===== config.mk =====
export PLATFORM = sky130hd
export DESIGN_NAME = fetch_unit_flat
export DESIGN_NICKNAME = d
export VERILOG_FILES = /design/src/rtl/fetch_unit_if.sv /design/src/rtl/fetch_unit.sv /design/src/flat_wrapper.sv
export SDC_FILE = /design/constraint.sdc
export NUM_CORES = 1
export LEC_CHECK = 0
export BUFFER_PORTS_ARGS = -buffer_cell sky130_fd_sc_hd__clkbuf_2
export CORE_MARGIN = 3
export CORE_UTILIZATION = 39
export CTS_CLUSTER_SIZE = 16
export DETAILED_ROUTE_END_ITERATION = 16
export PLACE_DENSITY = 0.66
export SLEW_MARGIN = 20
export SYNTH_ARGS = -nofsm -noshare
export SYNTH_HDL_FRONTEND = slang
export SYNTH_SLANG_ARGS = --single-unit

===== constraint.sdc =====
create_clock -name clock -period 3.64 [get_ports clock]
set_input_delay 0.182 -clock clock [delete_from_list [all_inputs] [get_ports clock]]
set_output_delay 0.182 -clock clock [all_outputs]
set_load 0.02 [all_outputs]

===== src/rtl/fetch_unit_if.sv =====
// Fetch-stage bus bundle: hazard/redirect controls, instruction-memory port, IF/ID register and status flags.
// master is the fetch unit side; slave is the pipeline/memory side that drives controls and returns words.
interface fetch_unit_if;
    logic        stall;
    logic        redirect;
    logic [31:0] redirect_target;
    logic [31:0] imem_address;
    logic [31:0] imem_instruction;
    logic [31:0] if_pc;
    logic [31:0] if_instruction;
    logic        if_valid;
    logic        halted;
    logic        out_of_range;
    logic        misalign_fault;

    modport master (
        input  stall, redirect, redirect_target, imem_instruction,
        output imem_address, if_pc, if_instruction, if_valid, halted, out_of_range, misalign_fault
    );

    modport slave (
        output stall, redirect, redirect_target, imem_instruction,
        input  imem_address, if_pc, if_instruction, if_valid, halted, out_of_range, misalign_fault
    );
endinterface


===== src/rtl/fetch_unit.sv =====
// RV32I fetch stage: PC, IF/ID register, 1-cycle fetch latency; stall holds everything, redirect overrides stall.
// Optional FETCH_MISALIGN_TRAP_EN: misaligned redirect enters FAULT instead of being aligned down.
module fetch_unit #(
    parameter logic [31:0] TEXT_BASE = 32'h0040_0000,
    parameter int          MEM_WORDS = 256,
    parameter logic [31:0] NOP_WORD  = 32'h0000_0013
) (
    input  logic       clock,
    input  logic       reset,
    fetch_unit_if.master bus
);
    localparam logic [1:0] RUN   = 2'd0;
    localparam logic [1:0] HALT  = 2'd1;
`ifdef FETCH_MISALIGN_TRAP_EN
    localparam logic [1:0] FAULT = 2'd2;
`endif
    localparam logic [31:0] WINDOW_BYTES = 32'(4 * MEM_WORDS);

    logic [1:0]  state;
    logic [31:0] pc;
    logic [31:0] if_pc_q;
    logic [31:0] if_instruction_q;
    logic        if_valid_q;
    logic        halted_q;
    logic        out_of_range_q;
    logic [31:0] pc_offset;
    logic        in_window;
    logic        halt_word;

    // Offset compare avoids overflow at the top of the window.
    assign pc_offset = pc - TEXT_BASE;
    assign in_window = (pc_offset < WINDOW_BYTES);
    assign halt_word = (bus.imem_instruction[6:0] == 7'b1101111) &&
                       (bus.imem_instruction[31:12] == 20'd0);

`ifdef FETCH_MISALIGN_TRAP_EN
    logic misalign_q;
    assign bus.misalign_fault = misalign_q;
`else
    assign bus.misalign_fault = 1'b0;
`endif

    always_ff @(posedge clock or posedge reset) begin
        if (reset) begin
            state            <= RUN;
            pc               <= TEXT_BASE;
            if_pc_q          <= 32'd0;
            if_instruction_q <= NOP_WORD;
            if_valid_q       <= 1'b0;
            halted_q         <= 1'b0;
            out_of_range_q   <= 1'b0;
`ifdef FETCH_MISALIGN_TRAP_EN
            misalign_q       <= 1'b0;
`endif
        end else begin
            case (state)
                RUN: begin
                    if (bus.redirect) begin
                        if_pc_q          <= 32'd0;
                        if_instruction_q <= NOP_WORD;
                        if_valid_q       <= 1'b0;
`ifdef FETCH_MISALIGN_TRAP_EN
                        pc <= bus.redirect_target;
                        if (bus.redirect_target[1:0] != 2'b00) begin
                            state      <= FAULT;
                            misalign_q <= 1'b1;
                        end
`else
                        pc <= bus.redirect_target & ~32'd3;
`endif
                    end else if (!bus.stall) begin
                        if (!in_window) begin
                            if_pc_q          <= pc;
                            if_instruction_q <= NOP_WORD;
                            if_valid_q       <= 1'b0;
                            out_of_range_q   <= 1'b1;
                            pc               <= pc + 32'd4;
                        end else begin
                            if_pc_q          <= pc;
                            if_instruction_q <= bus.imem_instruction;
                            if_valid_q       <= 1'b1;
                            // Self-loop jal: let it retire, then freeze at the loop address.
                            if (halt_word) begin
                                state    <= HALT;
                                halted_q <= 1'b1;
                            end else begin
                                pc <= pc + 32'd4;
                            end
                        end
                    end
                end
                default: begin
                    if_instruction_q <= NOP_WORD;
                    if_valid_q       <= 1'b0;
                end
            endcase
        end
    end

    assign bus.imem_address   = pc;
    assign bus.if_pc          = if_pc_q;
    assign bus.if_instruction = if_instruction_q;
    assign bus.if_valid       = if_valid_q;
    assign bus.halted         = halted_q;
    assign bus.out_of_range   = out_of_range_q;
endmodule


===== src/flat_wrapper.sv =====
// flat-port wrapper written by rule: the top's interface ports become plain ports
module fetch_unit_flat 
#(
    parameter logic [31:0] TEXT_BASE = 32'h0040_0000,
    parameter int          MEM_WORDS = 256,
    parameter logic [31:0] NOP_WORD  = 32'h0000_0013
)
  (clock, reset, bus_stall, bus_redirect, bus_redirect_target, bus_imem_instruction, bus_imem_address, bus_if_pc, bus_if_instruction, bus_if_valid, bus_halted, bus_out_of_range, bus_misalign_fault);
  fetch_unit_if bus_i ();
  input  logic clock;
  input  logic reset;
  input wire logic [$bits(bus_i.stall)-1:0] bus_stall;
  input wire logic [$bits(bus_i.redirect)-1:0] bus_redirect;
  input wire logic [$bits(bus_i.redirect_target)-1:0] bus_redirect_target;
  input wire logic [$bits(bus_i.imem_instruction)-1:0] bus_imem_instruction;
  output wire logic [$bits(bus_i.imem_address)-1:0] bus_imem_address;
  output wire logic [$bits(bus_i.if_pc)-1:0] bus_if_pc;
  output wire logic [$bits(bus_i.if_instruction)-1:0] bus_if_instruction;
  output wire logic [$bits(bus_i.if_valid)-1:0] bus_if_valid;
  output wire logic [$bits(bus_i.halted)-1:0] bus_halted;
  output wire logic [$bits(bus_i.out_of_range)-1:0] bus_out_of_range;
  output wire logic [$bits(bus_i.misalign_fault)-1:0] bus_misalign_fault;
  assign bus_i.stall = bus_stall;
  assign bus_i.redirect = bus_redirect;
  assign bus_i.redirect_target = bus_redirect_target;
  assign bus_i.imem_instruction = bus_imem_instruction;
  assign bus_imem_address = bus_i.imem_address;
  assign bus_if_pc = bus_i.if_pc;
  assign bus_if_instruction = bus_i.if_instruction;
  assign bus_if_valid = bus_i.if_valid;
  assign bus_halted = bus_i.halted;
  assign bus_out_of_range = bus_i.out_of_range;
  assign bus_misalign_fault = bus_i.misalign_fault;
  fetch_unit #(.TEXT_BASE(TEXT_BASE), .MEM_WORDS(MEM_WORDS), .NOP_WORD(NOP_WORD)) u_core (.clock(clock), .reset(reset), .bus(bus_i));
endmodule

; ---- After elaboration in Yosys (flattened, before gate mapping)
; Cells that the tools add are included.
[op_classes]
add_sub_neg = 2
magnitude_cmp = 1
eq_ne = 4
mux = 14
bitwise = 3
n_reduce_logical = 7
[ops]
columns = operator, count
row1 = $mux 32, 10
row2 = $add 32x3->32 const B, 1
row3 = $lt 32x11->1 const B, 1
row4 = $sub 32x23->32 const B, 1
row5 = $logic_not 20->1, 1
row6 = $eq 7x7->1 const B, 1
row7 = $ne 3x3->1 const B, 2
row8 = $reduce_and 5->1, 1
row9 = $mux 1, 4
row10 = $reduce_and 4->1, 1
row11 = $not 1->1, 3
row12 = $reduce_and 3->1, 1
row13 = $logic_not 2->1, 1
row14 = $ne 2x1->1 const B, 1
row15 = $reduce_and 2->1, 1
row16 = $logic_and 1x1->1, 1
[word_totals]
ff_bits = 99
input_bits = 68
output_inout_bits = 100
wordCells = 37

; ---- Logic depth before layout (Yosys ltp)
; Gate-level depths: netlist of the first run.
[logic_depth]
depth_word = 6
mapped_depth = 8
ltp_nobuf = 6

; ---- Worst setup path after synthesis of the first run
; OpenSTA, ideal clock, no wires.
[synth_path]
path_type = register to register
startpoint = register u_core.pc[18], in the netlist u_core.bus.imem_address[18]
endpoint = register u_core.pc[6], in the netlist u_core.bus.imem_address[6]
arrival_ps = 2446
required_ps = 3516
path_slack_ps = 1070
path_stages_with_launch = 7
path_cell_list = dfrtp_1 or4_1 or4b_4 o41ai_4 buf_6 nor4_1 a211o_1
[synth_via]
elab_chain_cells = 5
elab_cells_between_ends = 7
[synth_rtl]
columns = element, line
row1 = from (decl), fetch_unit.sv:20  ; logic [31:0] pc;
row2 = from (signal assigned), fetch_unit.sv:69  ; pc <= bus.redirect_target & ~32'd3;
row3 = from (signal assigned), fetch_unit.sv:77  ; pc <= pc + 32'd4;
row4 = from (signal assigned), fetch_unit.sv:87  ; pc <= pc + 32'd4;
row5 = $sub 32x23->32 (*), fetch_unit.sv:31  ; assign pc_offset = pc - TEXT_BASE;
row6 = $lt 32x11->1 (*), fetch_unit.sv:32  ; assign in_window = (pc_offset < WINDOW_BYTES);
row7 = $mux 32, fetch_unit.sv:72  ; if (!in_window) begin
row8 = $mux 32, fetch_unit.sv:71  ; end else if (!bus.stall) begin
row9 = $mux 32, fetch_unit.sv:58  ; if (bus.redirect) begin
; Every way passes the cells marked *; elsewhere a longest branch is shown, timed or not. The select of a mux whose other input is x is not followed.
; A chain may end at the register's enable or synchronous reset.

; ---- Worst setup path after layout of the first run
[layout_path]
startpoint = register u_core.pc[19], in the netlist u_core.bus.imem_address[19]
endpoint = register u_core.pc[4], in the netlist u_core.bus.imem_address[4]
; The elaborated chain is that of the path after synthesis.

==> results of run 1 <==
-- power groups by stage --
stage	Clock [mW]	Sequential, mW	Combinational [mW]
final	0.920	1.13	0.192
after global routing	1.00	1.13	0.212
after CTS	0.945	1.12	0.195
after detailed placement	0	1.15	0.194
after global placement	0	1.14	0.191
after floorplan	0	1.15	0.0881
-- placed cells by master (no fill, tap or decap), types with 4 or more instances in the layout --
cell | netlist | routed
clkbuf_2 | 0 | 162
dfrtp_1 | 92 | 92
a22o_1 | 59 | 59
nand2_1 | 30 | 30
a21oi_1 | 27 | 27
nand3_1 | 25 | 25
o21ai_0 | 20 | 20
nor4_1 | 13 | 13
nor2_1 | 10 | 10
a2bb2oi_1 | 10 | 10
clkbuf_16 | 0 | 9
buf_4 | 5 | 9
o22ai_1 | 8 | 8
nand4_1 | 6 | 6
and4_1 | 6 | 6
and3_1 | 6 | 6
o22a_1 | 6 | 6
inv_1 | 5 | 4
and2_1 | 4 | 4
o31ai_1 | 4 | 4
a211o_1 | 4 | 4
dfstp_2 | 4 | 4
-- synth_stat cells (all sizes together), types with 8 or more instances --
cell type,number
dfrtp,92
a22o,59
nand2,30
clkbuf,28
a21oi,27
nand3,25
o21ai,20
nor4,14
buf,11
a2bb2oi,10
nor2,10
o22ai,8
-- layer usage --
layer | part of all wire | vias up
li1 | - | 1892
met5 | 0 | -
met4 | 0.019 | 0
met3 | 0.085 | 21
met2 | 0.46 | 191
met1 | 0.44 | 1986
-- sequential cells by signal, summed over array words and instances (netlist names) --
| register | cells |
|---|---|
| u_core.bus.if_valid | 1 |
| u_core.bus.imem_address | 30 |
| u_core.bus.if_pc | 31 |
| u_core.bus.if_instruction | 32 |
| u_core.bus.halted | 1 |
| u_core.bus.out_of_range | 1 |
-- worst max path at each step --
stage / start / to / slack (ns) / cells past startpoint
6_report: u_core.bus.imem_address[19] / u_core.bus.imem_address[4] / 0.74 / 5
5_1_grt: u_core.bus.imem_address[19] / u_core.bus.imem_address[4] / 0.62 / 5
3_3_place_gp: u_core.bus.imem_address[19] / u_core.bus.imem_address[4] / 0.80 / 5
4_1_cts: u_core.bus.imem_address[19] / u_core.bus.imem_address[4] / 0.75 / 5
3_5_place_dp: u_core.bus.imem_address[19] / u_core.bus.imem_address[4] / 0.76 / 5
2_1_floorplan: reset / u_core.bus.halted / 0.96 / 1
-- area by class of cell --
cell class,instances,area [um^2]
Fill cell,1021,5370
Sequential cell,96,2410
Multi-Input combinational cell,276,1840
Timing Repair Buffer,171,878
Clock buffer,12,267
Tap cell,140,175
Clock inverter,4,27.5
Inverter,5,21.3
-- cell families (layout without fill, tap and decap cells) --
kind of cell	after synthesis	count (layout)
AOI/OAI and AO/OA	156	156
and+or+nand+nor	115	115
DFF	96	96
buffers and inverters	44	192
adders and majority gates	1	1
other	1	3
muxes	1	1
-- worst max-delay path, delay by kind of cell (launching register included) --
family / cells / cell delay [ns]
compound gates: 2 / 1.13
simple gates: 3 / 1.19
flops: 1 / 0.45
-- stage by stage --
step,setup WS [ns],area [um^2],hold slack [ns],cells
final,0.736,5620,-0.00428,704
after global routing,0.622,5620,0.0584,704
after CTS,0.750,5610,0.0274,704
after detailed placement,0.760,5320,0.401,688
after global placement,0.801,5320,0.388,688
after floorplan,0.959,4440,0.283,416
==> impl_metrics.csv, run 1 <==
group,metric,value,unit
worst_setup_path,timing_worst_setup_path_type,"reg2reg",
synth,synth_cells,414,
clock_tree,cts.sinks,96,
clock_tree,cts_tree,"yes",
clock_tree,postCtsSetupRepairBufs,0,
synth,synthMuxAreaShare,0.00226,
timing,rsz0062_at_grt,"false",
worst_setup_path,cp-start-kind,"flop",
routing,routed_via_density,5.81,
synth,synth_xor_area_frac,0,
worst_setup_path,r2r_end,"u_core.bus.imem_address[4]",
global_routing,use_met2,0.309,
worst_setup_path,cp_max_fo,24,
synth,seq_area_frac_synth,0.544,
power,power.share.sequential,0.503,
power,cellLeakagePower,2.76,nW
global_routing,grt_pass1_vias,3913,
placed_design,hpwl,8970,um
power,finalPower,2.24,mW
global_routing,antenna_found_initial,0,
clock_tree,clk_pin_slew,0.07,ns
routing,drt_wl_total,12800,um
synth,synth_edf_count,0,
hold_path,hold_class,"in2async",
floorplanning,pin_count,168,
timing,finalCriticalPeriod,2.90,ns
timing,max_freq,344,MHz
global_routing,grt-ovfl-total,0,
synth,synth_top_area_cell,"dfrtp_1",
timing,min_period_over_period,0.798,
timing,whs,-0.00428,ns
timing,timing.final.max_slew_violations,0,
synth,synth_seq_cells,96,
placed_design,gp_congestion,0.858,
clock_tree,cts_buffer_depth,2,
clock_tree,cts_hold_buffers,0,
layout,utilization,0.511,
worst_setup_path,crit_required,3.87,ns
synth,ys.flop_type,"dfrtp_1",
global_routing,met1_usage,0.275,
global_routing,grt_pass1_wl,20500,um
worst_setup_path,path_cells,"or4_1 > or4b_4 > o41a_1 > a32oi_1 > nand3_1",
power,power_frac_clock,0.411,
synth,yosys.area_share.adder,0.00283,
power,p_comb_frac,0.086,
power,pwr_density_cell,398,nW/um^2
clock_tree,clk_latency,0.35,ns
synth,yosysTopAreaCellShare,0.520,
layout,drive_above_1_share,0.351,
global_routing,busiest_layer,"met2",
clock_tree,post_cts_resized,0,
timing,setup_tns,0,ns
worst_setup_path,cp.arrival,3.13,ns
power,switching_share,0.250,
routing,num_vias,4090,
floorplanning,die_area,12700,um^2
layout,n_antenna_cell,0,
floorplanning,start_util,0.403,
routing,drc_errors,0,
floorplanning,rows,38,
job,maxCapViolCount,0,
layout,area_growth_syn_to_layout,26.8,%
synth,async_reset_ff_frac,1.00,
global_routing,grt.met3_usage,0.0566,
synth,synth.area.top_cells,"dfrtp_1 (52%), a22o_1 (12%), a21oi_1 (3.1%)",
power,switching_power,0.559,mW
floorplanning,core_area,11000,um^2
worst_setup_path,r2r_start,"u_core.bus.imem_address[19]",
power,ir_worst_vdd,247,uV
routing,drt_iter0_drc,315,
clock_tree,cts_buffers,9,
synth,synth-compound-area-share,0.266,
clock_tree,htreeDepth,3,
routing,drtAntennaViolNets,0,
floorplanning,die_width,113,um
synth,yosysWarnings,0,
worst_setup_path,end_kind,"flop",
timing,worst_slew_pin_slew,1.09,ns
global_routing,grt_max_degree,69,
clock_tree,root_buffer,"clkbuf_16",
power,internal_power,1.68,mW
floorplanning,dieHeight,113,um
worst_setup_path,slowest_stage,"o41a_1",
timing,hold_violations,5,
placed_design,portBuffers,162,
worst_setup_path,r2r_setup_slack,0.74,ns
synth,avgSynthCellArea,10.7,um^2
outcome,status,"complete, but fails checks",
synth,synth_top_family_by_area,"compound AO/OA/AOI/OAI gates",
timing,setup_viol,0,
layout,fin_nets,628,
synth,synth-simple-area-share,0.141,
worst_setup_path,rr_worst_depth,5,
synth,ys_types,46,
outcome,violations,"hold timing",
routing,drt_first_pass_iters,5,
global_routing,grtUsageTotal,0.203,
routing,wl_per_cell,18.2,um
synth,netlist_area,4430,um^2
worst_setup_path,critPathMaxStageDelay,0.78,ns
timing,final.setup_skew,0.00951,ns
timing,timing.slew.headroom,0.274,
Power figures use the tool's default switching activity.
==> run 2, diff against run 1 <==
--- a/config.mk
+++ b/config.mk
@@ -10,7 +10,7 @@
 export CORE_UTILIZATION = 39
 export CTS_CLUSTER_SIZE = 16
 export DETAILED_ROUTE_END_ITERATION = 16
-export PLACE_DENSITY = 0.66
+export PLACE_DENSITY = 0.68
 export SLEW_MARGIN = 20
 export SYNTH_ARGS = -nofsm -noshare
 export SYNTH_HDL_FRONTEND = slang
==> constraint.sdc (replaced) <==
create_clock -name clock -period 2.4 [get_ports clock]
set_input_delay 0.12 -clock clock [delete_from_list [all_inputs] [get_ports clock]]
set_output_delay 0.12 -clock clock [all_outputs]
set_load 0.02 [all_outputs]
==> impl_metrics.csv, run 2 (synthesis results as in run 1) <==
group,metric,value,unit
worst_setup_path,r2r_end,"u_core.bus.imem_address[8]",
routing,wl_per_cell,18.8,um
timing,setup_tns,-0.458,ns
layout,n_antenna_cell,0,
global_routing,grt-ovfl-total,0,
layout,fin_area,6190,um^2
worst_setup_path,crit_required,2.63,ns
power,pwr_density_cell,575,nW/um^2
layout,largest_reg_flops,32,
routing,drtAntennaViolNets,0,
worst_setup_path,rr_worst_depth,7,
hold_path,worstHoldPathCells,2,
routing,drt_wl_total,14000,um
worst_setup_path,cp.arrival,2.70,ns
routing,num_vias,4298,
global_routing,grtUsageTotal,0.225,
timing,rsz0062_at_grt,"true",
timing,setup_ws,-0.0672,ns
power,ir_worst_vdd,349,uV
floorplanning,rows,38,
hold_path,hold_end,"u_core.bus.if_instruction[0]",
clock_tree,cts.sinks,96,
timing,min_period_over_period,1.03,
clock_tree,cts_buffers,9,
job,maxCapViolCount,0,
timing,hold_violations,0,
routing,drc_errors,0,
hold_path,min_from,"bus_imem_instruction[0]",
global_routing,grt_max_degree,41,
floorplanning,dieHeight,113,um
global_routing,grt_pass1_wl,22800,um
timing,worst_slew_pin_slew,1.06,ns
floorplanning,die_width,113,um
floorplanning,pin_count,168,
placed_design,place_area,5610,um^2
clock_tree,clk_pin_slew,0.07,ns
clock_tree,cts_buffer_depth,2,
worst_setup_path,cp-start-kind,"flop",
clock_tree,clk_latency,0.34,ns
layout,fin_nets,670,
outcome,status,"complete, but fails checks",
worst_setup_path,r2r_start,"u_core.bus.imem_address[18]",
placed_design,hpwl,9790,um
timing,max_freq,405,MHz
worst_setup_path,end_kind,"flop",
hold_path,hold_class,"in2reg",
worst_setup_path,cp_max_fo,14,
routing,drt_first_pass_iters,5,
power,cellLeakagePower,3.00,nW
layout,final_cell_mix,"clkbuf_2 (162), dfrtp_1 (90), a22o_1 (59)",
routing,routed_via_density,5.76,
placed_design,gp_congestion,0.919,
layout,drive_above_1_share,0.409,
timing,timing.slew.headroom,0.295,
placed_design,portBuffers,162,
global_routing,antenna_found_initial,0,
timing,timing.final.max_slew_violations,0,
clock_tree,root_buffer,"clkbuf_16",
timing,final.setup_skew,0.0102,ns
floorplanning,core_area,11000,um^2
timing,setup_viol,14,
timing,finalCriticalPeriod,2.47,ns
floorplanning,start_util,0.403,
worst_setup_path,timing_worst_setup_path_type,"reg2reg",
worst_setup_path,r2r_setup_slack,-0.07,ns
layout,area_growth_syn_to_layout,39.8,%
clock_tree,cts_tree,"yes",
routing,drt_iter0_drc,416,
global_routing,grt_pass1_vias,4334,
clock_tree,htreeDepth,3,
floorplanning,die_area,12700,um^2
layout,mostFrequentLayoutCell,"clkbuf_2",
outcome,violations,"setup timing",
worst_setup_path,cp-startpoint,"u_core.bus.imem_address[18]",
-- run 2: changes by cell type in the layout (fill, tap and decap cells not counted), sizes merged --
cell         delta
buf            +36
bufinv          +1
clkbuf          +2
clkinv          -4
clkinvlp        +2
dlygate4sd3     +6
inv             -1
-- run 2: critical path: stages, from the launching register on --
cell and delay, ns:
dfrtp_2 0.40, or4_4 0.54, or4b_4 0.53, o41ai_4 0.25
buf_6 0.22, buf_4 0.14, o21ai_1 0.06, a211o_1 0.22
-- run 2: how the worst max path moves through the flow --
stage | end | depth (start not counted)
after floorplan | u_core.bus.imem_address[6] | 6
after global placement | u_core.bus.imem_address[20] | 7
after detailed placement | u_core.bus.imem_address[20] | 7
after CTS | u_core.bus.imem_address[15] | 6
after global routing | u_core.bus.imem_address[8] | 7
final | u_core.bus.imem_address[8] | 7
-- run 2: area by class of cell --
| type | count | area, um^2 |
|---|---|---|
| fill | 932 | 4790 |
| sequential | 96 | 2410 |
| multi-input combinational | 276 | 1940 |
| timing repair buffer | 213 | 1330 |
| clock buffer | 14 | 274 |
| tap | 140 | 175 |
| clock inverter | 2 | 37.5 |
| inverter | 5 | 22.5 |
-- run 2: routing by layer --
metal | part of all wire | track usage | up-vias
li1 | - | - | 1978
met1 | 0.43 | 0.288 | 2104
met2 | 0.48 | 0.365 | 200
met3 | 0.080 | 0.0491 | 16
met4 | 0.019 | 0.103 | 0
met5 | 0 | 0 | -
-- run 2: what timing repair did --
action / 4_1_cts / 5_1_grt
hold buffers: 6 / 0
resized for setup: 3 / 23
hold endpoints to repair: 33 / 0
setup endpoints to repair: 19 / 25
gates cloned: 2 / 0
setup buffers: 1 / 2
pin swaps: 2 / 0
-- run 2: stage by stage --
step / cells / total power, mW / setup slack [ns] / hold slack, ns / utilization
CTS: 744 / 3.59 / -0.0736 / 0.00184 / 0.552
detailed placement: 719 / 2.08 / -0.102 / 0.269 / 0.511
global placement: 719 / 2.08 / -0.0316 / 0.262 / 0.511
finish: 746 / 3.56 / -0.0672 / 0.0157 / 0.564
floorplan: 416 / 1.89 / -0.0294 / 0.221 / -
global route: 746 / 3.71 / -0.131 / 0.0162 / 0.564
-- run 2: report_power, final --
group | leakage [nW] | total, mW | switching, mW | internal [mW]
combinational | 1.61 | 0.407 | 0.242 | 0.164
clock | 0.149 | 1.48 | 0.586 | 0.894
sequential | 1.24 | 1.67 | 0.0256 | 1.65
total | 3.00 | 3.56 | 0.854 | 2.71
==> run 3, diff against run 2 <==
--- a/config.mk
+++ b/config.mk
@@ -6,11 +6,13 @@
 export NUM_CORES = 1
 export LEC_CHECK = 0
 export BUFFER_PORTS_ARGS = -buffer_cell sky130_fd_sc_hd__clkbuf_2
+export CELL_PAD_IN_SITES_DETAIL_PLACEMENT = 0
+export CELL_PAD_IN_SITES_GLOBAL_PLACEMENT = 1
 export CORE_MARGIN = 3
-export CORE_UTILIZATION = 39
+export CORE_UTILIZATION = 33
 export CTS_CLUSTER_SIZE = 16
 export DETAILED_ROUTE_END_ITERATION = 16
-export PLACE_DENSITY = 0.68
+export PLACE_DENSITY_LB_ADDON = 0.1
 export SLEW_MARGIN = 20
 export SYNTH_ARGS = -nofsm -noshare
 export SYNTH_HDL_FRONTEND = slang
==> impl_metrics.csv, run 3 (synthesis results as in run 1) <==
group,metric,value,unit
outcome,status,"complete, but fails checks",
power,switching_share,0.254,
layout,mostFrequentLayoutCell,"clkbuf_2",
clock_tree,cts_tree,"yes",
timing,max_freq,409,MHz
global_routing,grt_pass1_vias,4131,
clock_tree,root_buffer,"clkbuf_16",
routing,routed_via_density,5.45,
clock_tree,cts.sinks,96,
power,p_comb_frac,0.108,
worst_setup_path,cp.arrival,2.67,ns
power,finalPower,3.50,mW
worst_setup_path,r2r_setup_slack,-0.04,ns
global_routing,antenna_found_initial,0,
layout,drive_above_1_share,0.384,
routing,drt_first_pass_iters,5,
floorplanning,rows,41,
layout,final_cell_mix,"clkbuf_2 (162), dfrtp_1 (90), a22o_1 (59)",
power,ir_worst_vdd,272,uV
power,power_frac_clock,0.411,
job,maxCapViolCount,0,
timing,min_period_over_period,1.02,
clock_tree,cts_buffer_depth,2,
placed_design,pre_cts_slack,-0.0246,ns
layout,final_cells,776,
global_routing,grt_max_degree,58,
placed_design,dpl.cell_count,752,
power,switching_power,0.890,mW
clock_tree,postCtsSetupRepairBufs,0,
layout,num-fill-cells,1247,
timing,setup_ws,-0.0434,ns
clock_tree,htreeDepth,3,
floorplanning,dieHeight,122,um
power,pwr_density_cell,580,nW/um^2
worst_setup_path,crit_required,2.63,ns
worst_setup_path,timing_worst_setup_path_type,"reg2reg",
power,power.share.sequential,0.480,
timing,setup_viol,9,
timing,rsz0062_at_grt,"true",
timing,final.setup_skew,0.00562,ns
worst_setup_path,cp_max_fo,16,
global_routing,grt_pass1_wl,22900,um
global_routing,grt-ovfl-total,0,
routing,drtAntennaViolNets,0,
routing,drc_errors,0,
clock_tree,clk_pin_slew,0.07,ns
floorplanning,die_width,122,um
outcome,violations,"setup timing",
power,cellLeakagePower,2.95,nW
layout,n_antenna_cell,0,
timing,timing.slew.headroom,0.620,
routing,drt_iter0_drc,311,
worst_setup_path,cp-start-kind,"flop",
routing,wl_per_cell,18.6,um
layout,largest_reg_flops,32,
layout,fin_nets,668,
placed_design,portBuffers,162,
routing,num_vias,4231,
floorplanning,die_area,14800,um^2
power,internal_power,2.61,mW
timing,whs,0.0102,ns
timing,finalCriticalPeriod,2.44,ns
worst_setup_path,end_kind,"flop",
floorplanning,start_util,0.344,
floorplanning,core_area,12900,um^2
layout,area_growth_syn_to_layout,36.2,%
placed_design,hpwl,10600,um
placed_design,gp_congestion,0.835,
clock_tree,clk_latency,0.35,ns
routing,drt_wl_total,14400,um
placed_design,place_area,5650,um^2
floorplanning,pin_count,168,
timing,timing.final.max_slew_violations,0,
layout,fin_area,6030,um^2
clock_tree,cts_buffers,9,
hold_path,hold_class,"in2reg",
global_routing,grtUsageTotal,0.198,
timing,worst_slew_pin_slew,0.570,ns
timing,hold_violations,0,
## run 3: timing repair
action | 4_1_cts | 5_1_grt
hold buffers | 8 | 0
resized for setup | 2 | 2
endpoints found under the setup margin | 7 | 17
endpoints found under the hold margin | 25 | 0
pin swaps | 0 | 5
## run 3: metrics by stage
stage,TNS (ns),utilization
6_report,-0.171,0.468
5_1_grt,-1.14,0.468
4_1_cts,-0.0749,0.468
3_5_place_dp,-0.0384,0.438
3_3_place_gp,0,0.438
2_1_floorplan,-0.0521,-
## run 3: worst max-delay path: stages (launching register included)
cell and delay [ns]:
dfrtp_2 0.40, or4_4 0.53, or4b_4 0.53, o41a_1 0.42
buf_4 0.22, a21oi_1 0.17, a21oi_1 0.05
## run 3: worst paths after layout
| kind | start | endpoint | cells after the start |
|---|---|---|---|
| worst max register to register | u_core.bus.imem_address[18] | u_core.bus.imem_address[31] | 6 |
| worst min register to register | u_core.bus.out_of_range | u_core.bus.out_of_range | 1 |
| worst min-delay path | bus_imem_instruction[9] | u_core.bus.if_instruction[9] | 2 |
| max in group asynchronous | reset | u_core.bus.imem_address[22] | 4 |
| worst max-delay path | u_core.bus.imem_address[18] | u_core.bus.imem_address[31] | 6 |
| min in group asynchronous | reset | u_core.bus.if_pc[10] | 3 |
## run 3: power groups by stage
stage	Clock [mW]	Combinational (mW)	Sequential (mW)
final	1.44	0.379	1.68
after global routing	1.55	0.418	1.68
after CTS	1.48	0.383	1.68
after detailed placement	0	0.371	1.71
after global placement	0	0.368	1.71
after floorplan	0	0.135	1.75
## run 3: per-layer routing
metal  vias up  wire, um  share of wire  global-route usage
met2       171      6530           0.45               0.291
met3        16       949          0.066              0.0362
met5         -         0              0                   0
li1       1980         -              -                   -
met1      2064      6750           0.47               0.292
met4         0       214          0.015              0.0714
## run 3: cell type report
class,count,area [um^2],share of cell area
Sequential cell,96,2410,0.400
Multi-Input combinational cell,276,1850,0.306
Timing Repair Buffer,211,1250,0.207
Clock buffer,11,233,0.0386
Tap cell,172,215,0.0357
Clock inverter,5,57.6,0.00954
Inverter,5,22.5,0.00373
